==> config.mk <==
export PLATFORM = sky130hd
export DESIGN_NAME = rv_multicycle_ctrl_flat
export DESIGN_NICKNAME = d
export VERILOG_FILES = /design/src/rtl/instructions_pkg.sv /design/src/rtl/rv_multicycle_ctrl_if.sv /design/src/rtl/rv_multicycle_ctrl_imm_gen.sv /design/src/rtl/rv_multicycle_ctrl.sv /design/src/flat_wrapper.sv
export SDC_FILE = /design/constraint.sdc
export NUM_CORES = 1
export LEC_CHECK = 0
export CORE_UTILIZATION = 60
export DETAILED_ROUTE_END_ITERATION = 8
export DONT_BUFFER_PORTS = 1
export GPL_ROUTABILITY_DRIVEN = 0
export PLACE_DENSITY = 0.76
export SYNTH_ARGS = -nofsm -noshare
export SYNTH_HDL_FRONTEND = slang
export SYNTH_SLANG_ARGS = --single-unit
==> constraint.sdc <==
create_clock -name clk -period 13.5 [get_ports clk]
set_clock_uncertainty 0.1 [all_clocks]
set_input_delay 2.025 -clock clk [delete_from_list [all_inputs] [get_ports clk]]
set_output_delay 2.025 -clock clk [all_outputs]
set_load 0.02 [all_outputs]
==> src/rtl/instructions_pkg.sv <==
// Shared RV32 subset decode types, instruction formats and
// multicycle controller state encoding.
package instructions_pkg;

  typedef enum logic [2:0] {
    INST_R, INST_I, INST_S, INST_B,
    INST_U, INST_J, INST_X
  } inst_type_e;

  localparam logic [6:0] OPC_R = 7'h33;
  localparam logic [6:0] OPC_I = 7'h13;
  localparam logic [6:0] OPC_S = 7'h23;
  localparam logic [6:0] OPC_B = 7'h63;
  localparam logic [6:0] OPC_U = 7'h17;
  localparam logic [6:0] OPC_J = 7'h6F;

  localparam logic [31:0] NOP_INSN = 32'h0000_0013;

  typedef struct packed {
    logic [6:0] funct7;
    logic [4:0] rs2;
    logic [4:0] rs1;
    logic [2:0] funct3;
    logic [4:0] rd;
    logic [6:0] opcode;
  } r_fmt_t;

  typedef struct packed {
    logic [11:0] imm;
    logic [4:0]  rs1;
    logic [2:0]  funct3;
    logic [4:0]  rd;
    logic [6:0]  opcode;
  } i_fmt_t;

  typedef struct packed {
    logic [6:0] imm2;
    logic [4:0] rs2;
    logic [4:0] rs1;
    logic [2:0] funct3;
    logic [4:0] imm1;
    logic [6:0] opcode;
  } s_fmt_t;

  typedef struct packed {
    logic       imm4;
    logic [5:0] imm3;
    logic [4:0] rs2;
    logic [4:0] rs1;
    logic [2:0] funct3;
    logic [3:0] imm2;
    logic       imm1;
    logic [6:0] opcode;
  } b_fmt_t;

  typedef struct packed {
    logic [19:0] imm;
    logic [4:0]  rd;
    logic [6:0]  opcode;
  } u_fmt_t;

  typedef struct packed {
    logic       imm4;
    logic [9:0] imm3;
    logic       imm2;
    logic [7:0] imm1;
    logic [4:0] rd;
    logic [6:0] opcode;
  } j_fmt_t;

  typedef union packed {
    r_fmt_t r;
    i_fmt_t i;
    s_fmt_t s;
    b_fmt_t b;
    u_fmt_t u;
    j_fmt_t j;
  } instruction_t;

  typedef enum logic [2:0] {
    IDLE, FETCH, FWAIT, DECODE,
    EXEC, MEM, WB, TRAP
  } ctrl_state_e;

  function automatic inst_type_e decode_type(
    input logic [6:0] opc
  );
    inst_type_e t;
    case (opc)
      OPC_R:   t = INST_R;
      OPC_I:   t = INST_I;
      OPC_S:   t = INST_S;
      OPC_B:   t = INST_B;
      OPC_U:   t = INST_U;
      OPC_J:   t = INST_J;
      default: t = INST_X;
    endcase
    return t;
  endfunction

endpackage

==> src/rtl/rv_multicycle_ctrl_if.sv <==
// Instruction fetch and data store handshake bundle
// between the multicycle controller and memory.
interface rv_multicycle_ctrl_if;
  logic        imem_req_o;
  logic [31:0] imem_addr_o;
  logic        imem_gnt_i;
  logic        imem_rvalid_i;
  logic [31:0] imem_rdata_i;
  logic        dmem_req_o;
  logic        dmem_gnt_i;

  modport master (
    output imem_req_o, imem_addr_o, dmem_req_o,
    input  imem_gnt_i, imem_rvalid_i,
    input  imem_rdata_i, dmem_gnt_i
  );

  modport slave (
    input  imem_req_o, imem_addr_o, dmem_req_o,
    output imem_gnt_i, imem_rvalid_i,
    output imem_rdata_i, dmem_gnt_i
  );
endinterface

==> src/rtl/rv_multicycle_ctrl_imm_gen.sv <==
// rv_imm_gen: immediate extraction and ALU operand-B
// select for the decoded instruction format.
module rv_imm_gen
  import instructions_pkg::*;
(
  input  instruction_t inst,
  output logic [31:0]  imm,
  output logic         alu_src_imm
);

  inst_type_e t;

  assign t = decode_type(inst.r.opcode);

  always_comb begin
    imm         = '0;
    alu_src_imm = 1'b0;
    unique case (1'b1)
      t == INST_I: begin
        imm = {{20{inst.i.imm[11]}}, inst.i.imm};
        alu_src_imm = 1'b1;
      end
      t == INST_S: begin
        imm = {{20{inst.s.imm2[6]}},
               inst.s.imm2, inst.s.imm1};
        alu_src_imm = 1'b1;
      end
      t == INST_B: begin
        imm = {{19{inst.b.imm4}}, inst.b.imm4,
               inst.b.imm1, inst.b.imm3,
               inst.b.imm2, 1'b0};
      end
      t == INST_U: begin
        imm = {inst.u.imm, 12'b0};
        alu_src_imm = 1'b1;
      end
      t == INST_J: begin
        imm = {{11{inst.j.imm4}}, inst.j.imm4,
               inst.j.imm1, inst.j.imm2,
               inst.j.imm3, 1'b0};
        alu_src_imm = 1'b1;
      end
      default: ;
    endcase
  end

endmodule

==> src/rtl/rv_multicycle_ctrl.sv <==
// Multicycle RV32-subset control FSM owning PC and IR.
// RV_CTRL_ILLEGAL_TRAP_EN: unknown opcodes park in TRAP.
module rv_multicycle_ctrl
  import instructions_pkg::*;
#(
  parameter logic [31:0] RESET_PC = 32'h0000_0000
) (
  input  logic                        clk,
  input  logic                        rst_n,
  input  logic                        start_i,
  input  logic                        halt_i,
  rv_multicycle_ctrl_if.master        bus,
  input  logic                        br_taken_i,
  output logic [31:0]                 pc_o,
  output logic [31:0]                 ir_o,
  output logic [31:0]                 imm_o,
  output logic                        alu_src_imm_o,
  output logic                        rf_we_o,
  output logic                        busy_o,
  output logic                        illegal_o
);

  ctrl_state_e  state_q, state_d;
  logic [31:0]  pc_q, pc_d;
  instruction_t ir_q, ir_d;
  logic         ill_q, ill_d;
  logic         entry_q;
  logic [31:0]  imm;
  logic         src_imm;
  inst_type_e   itype;
  logic [31:0]  pc_plus4;
  logic [31:0]  pc_tgt;

  rv_imm_gen u_imm_gen (
    .inst        (ir_q),
    .imm         (imm),
    .alu_src_imm (src_imm)
  );

  assign itype    = decode_type(ir_q.r.opcode);
  assign pc_plus4 = pc_q + 32'd4;
  assign pc_tgt   = (pc_q + imm) & 32'hFFFF_FFFC;

  always_comb begin
    state_d         = state_q;
    pc_d            = pc_q;
    ir_d            = ir_q;
    ill_d           = ill_q;
    bus.imem_req_o  = 1'b0;
    bus.dmem_req_o  = 1'b0;
    rf_we_o         = 1'b0;
    unique case (state_q)
      IDLE: begin
        if (start_i) state_d = FETCH;
      end
      FETCH: begin
        // halt only counts on the first FETCH cycle
        if (entry_q && halt_i) begin
          state_d = IDLE;
        end else begin
          bus.imem_req_o = 1'b1;
          if (bus.imem_gnt_i) state_d = FWAIT;
        end
      end
      FWAIT: begin
        if (bus.imem_rvalid_i) begin
          ir_d    = bus.imem_rdata_i;
          state_d = DECODE;
        end
      end
      DECODE: begin
        if (itype == INST_X) begin
          ill_d = 1'b1;
`ifdef RV_CTRL_ILLEGAL_TRAP_EN
          state_d = TRAP;
`else
          pc_d    = pc_plus4;
          state_d = FETCH;
`endif
        end else begin
          state_d = EXEC;
        end
      end
      EXEC: begin
        unique case (1'b1)
          itype == INST_S: state_d = MEM;
          itype == INST_B: begin
            pc_d    = br_taken_i ? pc_tgt : pc_plus4;
            state_d = FETCH;
          end
          default: state_d = WB;
        endcase
      end
      MEM: begin
        bus.dmem_req_o = 1'b1;
        if (bus.dmem_gnt_i) begin
          pc_d    = pc_plus4;
          state_d = FETCH;
        end
      end
      WB: begin
        rf_we_o = (ir_q.r.rd != 5'd0);
        pc_d    = (itype == INST_J) ? pc_tgt : pc_plus4;
        state_d = FETCH;
      end
`ifdef RV_CTRL_ILLEGAL_TRAP_EN
      TRAP: state_d = TRAP;
`endif
      default: state_d = IDLE;
    endcase
  end

  always_ff @(posedge clk or negedge rst_n) begin
    if (!rst_n) begin
      state_q <= IDLE;
      pc_q    <= RESET_PC;
      ir_q    <= NOP_INSN;
      ill_q   <= 1'b0;
      entry_q <= 1'b0;
    end else begin
      state_q <= state_d;
      pc_q    <= pc_d;
      ir_q    <= ir_d;
      ill_q   <= ill_d;
      entry_q <= (state_d == FETCH) && (state_q != FETCH);
    end
  end

  assign bus.imem_addr_o = pc_q;
  assign pc_o            = pc_q;
  assign ir_o            = ir_q;
  assign busy_o          = (state_q != IDLE);
  assign illegal_o       = ill_q;
  assign imm_o           = busy_o ? imm : '0;
  assign alu_src_imm_o   = busy_o ? src_imm : 1'b0;

endmodule
==> src/flat_wrapper.sv <==
// flat-port wrapper written by rule: the top's interface ports become plain ports
module rv_multicycle_ctrl_flat import instructions_pkg::*;
#(
  parameter logic [31:0] RESET_PC = 32'h0000_0000
)
  (clk, rst_n, start_i, halt_i, br_taken_i, pc_o, ir_o, imm_o, alu_src_imm_o, rf_we_o, busy_o, illegal_o, bus_imem_req_o, bus_imem_addr_o, bus_dmem_req_o, bus_imem_gnt_i, bus_imem_rvalid_i, bus_imem_rdata_i, bus_dmem_gnt_i);
  rv_multicycle_ctrl_if bus_i ();
  input  logic clk;
  input  logic rst_n;
  input  logic start_i;
  input  logic halt_i;
  input  logic br_taken_i;
  output logic [31:0] pc_o;
  output logic [31:0] ir_o;
  output logic [31:0] imm_o;
  output logic alu_src_imm_o;
  output logic rf_we_o;
  output logic busy_o;
  output logic illegal_o;
  output wire logic [$bits(bus_i.imem_req_o)-1:0] bus_imem_req_o;
  output wire logic [$bits(bus_i.imem_addr_o)-1:0] bus_imem_addr_o;
  output wire logic [$bits(bus_i.dmem_req_o)-1:0] bus_dmem_req_o;
  input wire logic [$bits(bus_i.imem_gnt_i)-1:0] bus_imem_gnt_i;
  input wire logic [$bits(bus_i.imem_rvalid_i)-1:0] bus_imem_rvalid_i;
  input wire logic [$bits(bus_i.imem_rdata_i)-1:0] bus_imem_rdata_i;
  input wire logic [$bits(bus_i.dmem_gnt_i)-1:0] bus_dmem_gnt_i;
  assign bus_imem_req_o = bus_i.imem_req_o;
  assign bus_imem_addr_o = bus_i.imem_addr_o;
  assign bus_dmem_req_o = bus_i.dmem_req_o;
  assign bus_i.imem_gnt_i = bus_imem_gnt_i;
  assign bus_i.imem_rvalid_i = bus_imem_rvalid_i;
  assign bus_i.imem_rdata_i = bus_imem_rdata_i;
  assign bus_i.dmem_gnt_i = bus_dmem_gnt_i;
  rv_multicycle_ctrl #(.RESET_PC(RESET_PC)) u_core (.clk(clk), .rst_n(rst_n), .start_i(start_i), .halt_i(halt_i), .bus(bus_i), .br_taken_i(br_taken_i), .pc_o(pc_o), .ir_o(ir_o), .imm_o(imm_o), .alu_src_imm_o(alu_src_imm_o), .rf_we_o(rf_we_o), .busy_o(busy_o), .illegal_o(illegal_o));
endmodule
* After elaboration in Yosys (flattened, before gate mapping)
Cells that the tools add are included. Widths: inputs -> output; s select.
Operators by class: $add $sub $neg 2, multipliers 0, div/mod/pow operators 0, order comparisons 0, equality and inequality tests 23, shift-type cells 0, mux-type cells 23, bitwise operators 0, reductions and logical operators 10
Operators by type and width (number):
- $mux 32 | 6
- $pmux 32 s5 | 1
- $pmux 32 s4 | 1
- $add 32x3->32 const B | 1
- $add 32x32->32 | 1
- $pmux 3 s7 | 1
- $eq 3x3->1 const B | 6
- $mux 3 | 6
- $pmux 3 s6 | 1
- $eq 7x5->1 const B | 2
- $eq 7x6->1 const B | 2
- $eq 7x7->1 const B | 2
- $eq 3x2->1 const B | 4
- $eq 3x1->1 const B | 3
- $mux 1 | 6
- $pmux 3 s2 | 1
- $reduce_bool 5->1 | 1
- $ne 2x1->1 const B | 2
- $reduce_and 2->1 | 2
- $reduce_and 4->1 | 1
- $reduce_bool 4->1 | 1
- $reduce_or 4->1 | 1
- $logic_not 3->1 | 1
- $ne 3x1->1 const B | 1
- 3 further kinds | 4
Word-level totals: register bits 69, latch bits 0, RAM bits 0, bits in read-only memories 0, output and inout port bits 134, logic and storage cells 63, memories kept 0

* Depth between registers and ports, before layout
word-level depth 8, mapped depth 20, mapped depth without buffers 18

* Cells and area by module
From an unflattened synthesis, not the netlist that was laid out.
Unflattened totals: cell total of the unflattened synthesis 683, area, all modules 5734.2 sq um
By module, submodules not included:
- rv_multicycle_ctrl | times used 1, cells an instance 595, area an instance 5097.4 sq um, seq. area each 1680.4 sq um
- rv_imm_gen | times used 1, cells an instance 88, area an instance 636.9 sq um, seq. area each 0.0 sq um

* Least setup slack after synthesis
OpenSTA, ideal clock, no wires.
path kind flip-flop to output port, start point register u_core.ir_q, in the netlist u_core.ir_o[0], end point output imm_o[20], data arrival time 2.599 ns, path slack 8.776 ns, cell stages (with the launch flop) 12, cell sequence dfstp_2 > and2_2 > and3_1 > buf_6 > inv_4 > ha_1 > o21ai_1 > nand2_1 > nor2_1 > clkbuf_1 > a21oi_1 > nor2_1
Between the ends: longest elaborated chain between the ends 5
RTL lines:
- start: declaration | line rv_multicycle_ctrl.sv:25 | instruction_t ir_q, ir_d;
- start signal: assignment | line rv_multicycle_ctrl.sv:123 | ir_q <= ir_d;
- $eq 7x7->1, or another cell as far along | line instructions_pkg.sv:89 | case (opc)
- $pmux 3 s6 * | line instructions_pkg.sv:89
- $eq 3x3->1, or another cell as far along | line rv_multicycle_ctrl_imm_gen.sv:37 | t == INST_J: begin
- $pmux 32 s5 * | line rv_multicycle_ctrl_imm_gen.sv:18 | unique case (1'b1)
- $mux 32 * | line rv_multicycle_ctrl.sv:134 | assign imm_o = busy_o ? imm : '0;
- end: declaration | line flat_wrapper.sv:15 | output logic [31:0] imm_o;
Every way passes the cells marked *; elsewhere a longest branch is shown, timed or not.

* Worst setup path in the final report
start point register u_core.ir_q, in the netlist u_core.ir_o[0], end point output imm_o[31]
Same word-level chain as after synthesis.

==> impl_metrics.ini <==
[clocking]
ctsHoldBuffers = 0
cts_buffers = 9
insertion_delay_ns = 0.36
clk_pin_slew_worst_paths_ns = 0.09
cts_tree = yes
cts.sinks = 67
cts.path.max_buffers = 2
post_cts_resized = 0
htree_num_levels = 3
cts_root_buf = clkbuf_8
cts_setup_buffers = 0

[pwr]
p_seq_share_pct = 52.7
switchingPower_mw = 0.4294
ir_drop_mv = 0.1582
clockPowerShare_pct = 20.3
power.internal_mw = 0.4690
powerDensity_nw_per_um2 = 154.2
p_leak_nw = 2.301
switching_share_pct = 47.80
p_comb_share_pct = 27.0

[setup_path]
path_depth = 6
r2r_cells = 18
crit_slowest_cell = a211oi_1
timing_worst_setup_path_type = reg -> out
cp_top_family = simple AND/OR/NAND/NOR gates
cp-end-kind = output port
critPathBufInv = 0
cpPeakStageDelay_ns = 0.89
crit_fanout = 23
cp.arrival_ns = 3.85
start_kind = register
worstPathRequired_ns = 11.38
path_cells = and2_2, and3_1, ha_1, a21boi_2, nand2b_1, a211oi_1

[synth]
synth-edff-count = 0
seq_area_frac_synth_pct = 28.78
ys_ff_latch = 67
synth_top_area_share_pct = 27.43
syn_inst = 685
syn_area_sq_um = 5838
synth_flop_cell = dfrtp_1
ys_top_cells_by_area = dfrtp_1 27%, a21oi_1 7.2%, ha_1 6.9%, mux2_2 6.4%, nor2_1 5.7%
synthTopCellsByCount = 89 x nor2_1, 84 x a21oi_1, 64 x dfrtp_1
syn_avg_cell_area_sq_um = 8.523
yosys.area.top_type = dfrtp_1
ys_async_sr_fraction_pct = 100.0
post-synth-top-count-cell = nor2_1
yosysUniqueCellTypes = 88
ys_warn_count = 0

[sta]
relSlewSlack_pct = 23.57
tightest_slew_ns = 1.143
slew_viol_final = 0
worst_slack_ns = 7.530
fin_crit_ns = 5.970
max_clock_freq_ghz = 0.1675
rsz0062_at_grt = false
setup_viol = 0
hold_viol_final = 0
hold_slack_ns = 0.5209
finalSetupTns_ns = 0
finalCritPeriodShare_pct = 44.22

[global_route]
grt_pass1_wl_um = 25440
antenna_found_initial = 0
grt_overflow = 0
grt_pass1_vias = 4837
track_usage_pct = 32.43
grt_max_degree = 68

[die]
die-area_sq_um = 10130
core.rowCount = 35
core_area_sq_um = 9328
die_h_um = 100.6
start_util_pct = 62.59
io_pins = 174
die_width_um = 100.6

[hold_path]
hold-path-cell-count = 2
hp-class = reg -> reg

[final_layout]
final_nets = 712
fin_util_pct = 62.48
diodes = 0
area_delta_synth_final_pct = -0.1714
final_layout_size_suffix_gt1_share_pct = 14.57

[route]
drt-total-wl_um = 16090
drc = 0
drtAntennaViolNets = 0
drt_iter0_drc = 298
wl_per_cell_um = 20.79
vias_per_cell = 6.722
num_vias = 5203
first_pass_iters = 6

[placement]
io_buffer_count = 0
preCtsSetupSlack_ns = 7.979
hpwl_um = 11840

[outcome]
run_status = completed

[run]
cap_viol_max_count = 0
==> power groups by stage <==
stage	combinational, mW	sequential (mW)	clock, mW
floorplan	0.245	0.410	0
global placement	0.230	0.471	0
detailed placement	0.239	0.475	0
CTS	0.241	0.472	0.184
global route	0.265	0.486	0.194
finish	0.243	0.473	0.182
==> worst min-delay path, delay by kind of cell (launching register included) <==
kind,cells,cell delay (ns)
DFF,1,0.46
buffers and inverters,1,0.07
AOI/OAI and AO/OA,1,0.06
==> through the flow <==
| stage | instance area, sq um | total power, mW | instances |
|---|---|---|---|
| after global routing | 5828 | 0.9448 | 774 |
| after detailed placement | 5618 | 0.7145 | 758 |
| final | 5828 | 0.8985 | 774 |
| after global placement | 5618 | 0.7015 | 758 |
| after CTS | 5828 | 0.8968 | 774 |
| after floorplan | 5849 | 0.6546 | 688 |
==> routing by layer <==
layer,track usage [%],share of wire [%]
met2,51.90,46
met5,0,0
met3,7.698,9.7
met4,14.72,3.0
met1,41.64,41
==> cell families (layout without fill, tap and decap cells) <==
kind of cell             count (synthesis)  after routing  synth area share [%]
multiplexers                            34             34                 6.537
other                                    1              4               0.06423
buffers and inverters                   79             36                 8.273
XOR/XNOR                                18             18                 2.700
AND/OR/NAND/NOR                        241            241                 21.15
flip-flops                              67             67                 28.78
adder cells (fa/ha/maj)                 32             32                 6.858
AO/OA/AOI/OAI                          213            213                 25.63
==> registers in the layout, indices dropped and copies added (netlist names) <==
signal                  flops
u_core.ir_o                32
u_core.bus.imem_addr_o     30
u_core.state_q              3
u_core.entry_q              1
u_core.illegal_o            1
==> worst paths after layout <==
path	startpoint	end	slack (ns)
max in group asynchronous	rst_n	u_core.ir_o[4]$_DFFE_PN1P_	11.84
setup reg to reg	u_core.ir_o[0]$_DFFE_PN1P_	u_core.bus.imem_addr_o[31]$_DFFE_PN0P_	7.93
hold reg to reg	u_core.illegal_o$_DFFE_PN0P_	u_core.illegal_o$_DFFE_PN0P_	0.52
hold / removal	u_core.illegal_o$_DFFE_PN0P_	u_core.illegal_o$_DFFE_PN0P_	0.52
min in group asynchronous	rst_n	u_core.ir_o[14]$_DFFE_PN0P_	1.25
setup / recovery	u_core.ir_o[0]$_DFFE_PN1P_	imm_o[31]	7.53
==> area by class of cell <==
type                    instances  area [sq um]
multi-input cells             542          3691
fillers                       819          3500
flip-flops and latches         67          1680
well taps                     129         161.4
clock buffers                  10         137.6
clock inverters                 6         72.57
inverters                      18         70.07
repair buffers                  2         15.01
==> cells in the final DEF (no fill, tap or decap), types with 7 or more instances in the layout <==
cell and instances:
nand4_1 9, clkbuf_8 10, nor2_1 89, nor3_1 18, o21ai_1 10, xor2_1 8, and2_1 12, a21o_1 7
inv_1 17, o21ai_0 34, xnor2_1 10, or3_1 11, nand3_1 21, mux2_2 33, nand2_1 34, o21a_1 9
a21oi_1 84, dfrtp_1 64, ha_1 32
Power figures use the tool's default switching activity.
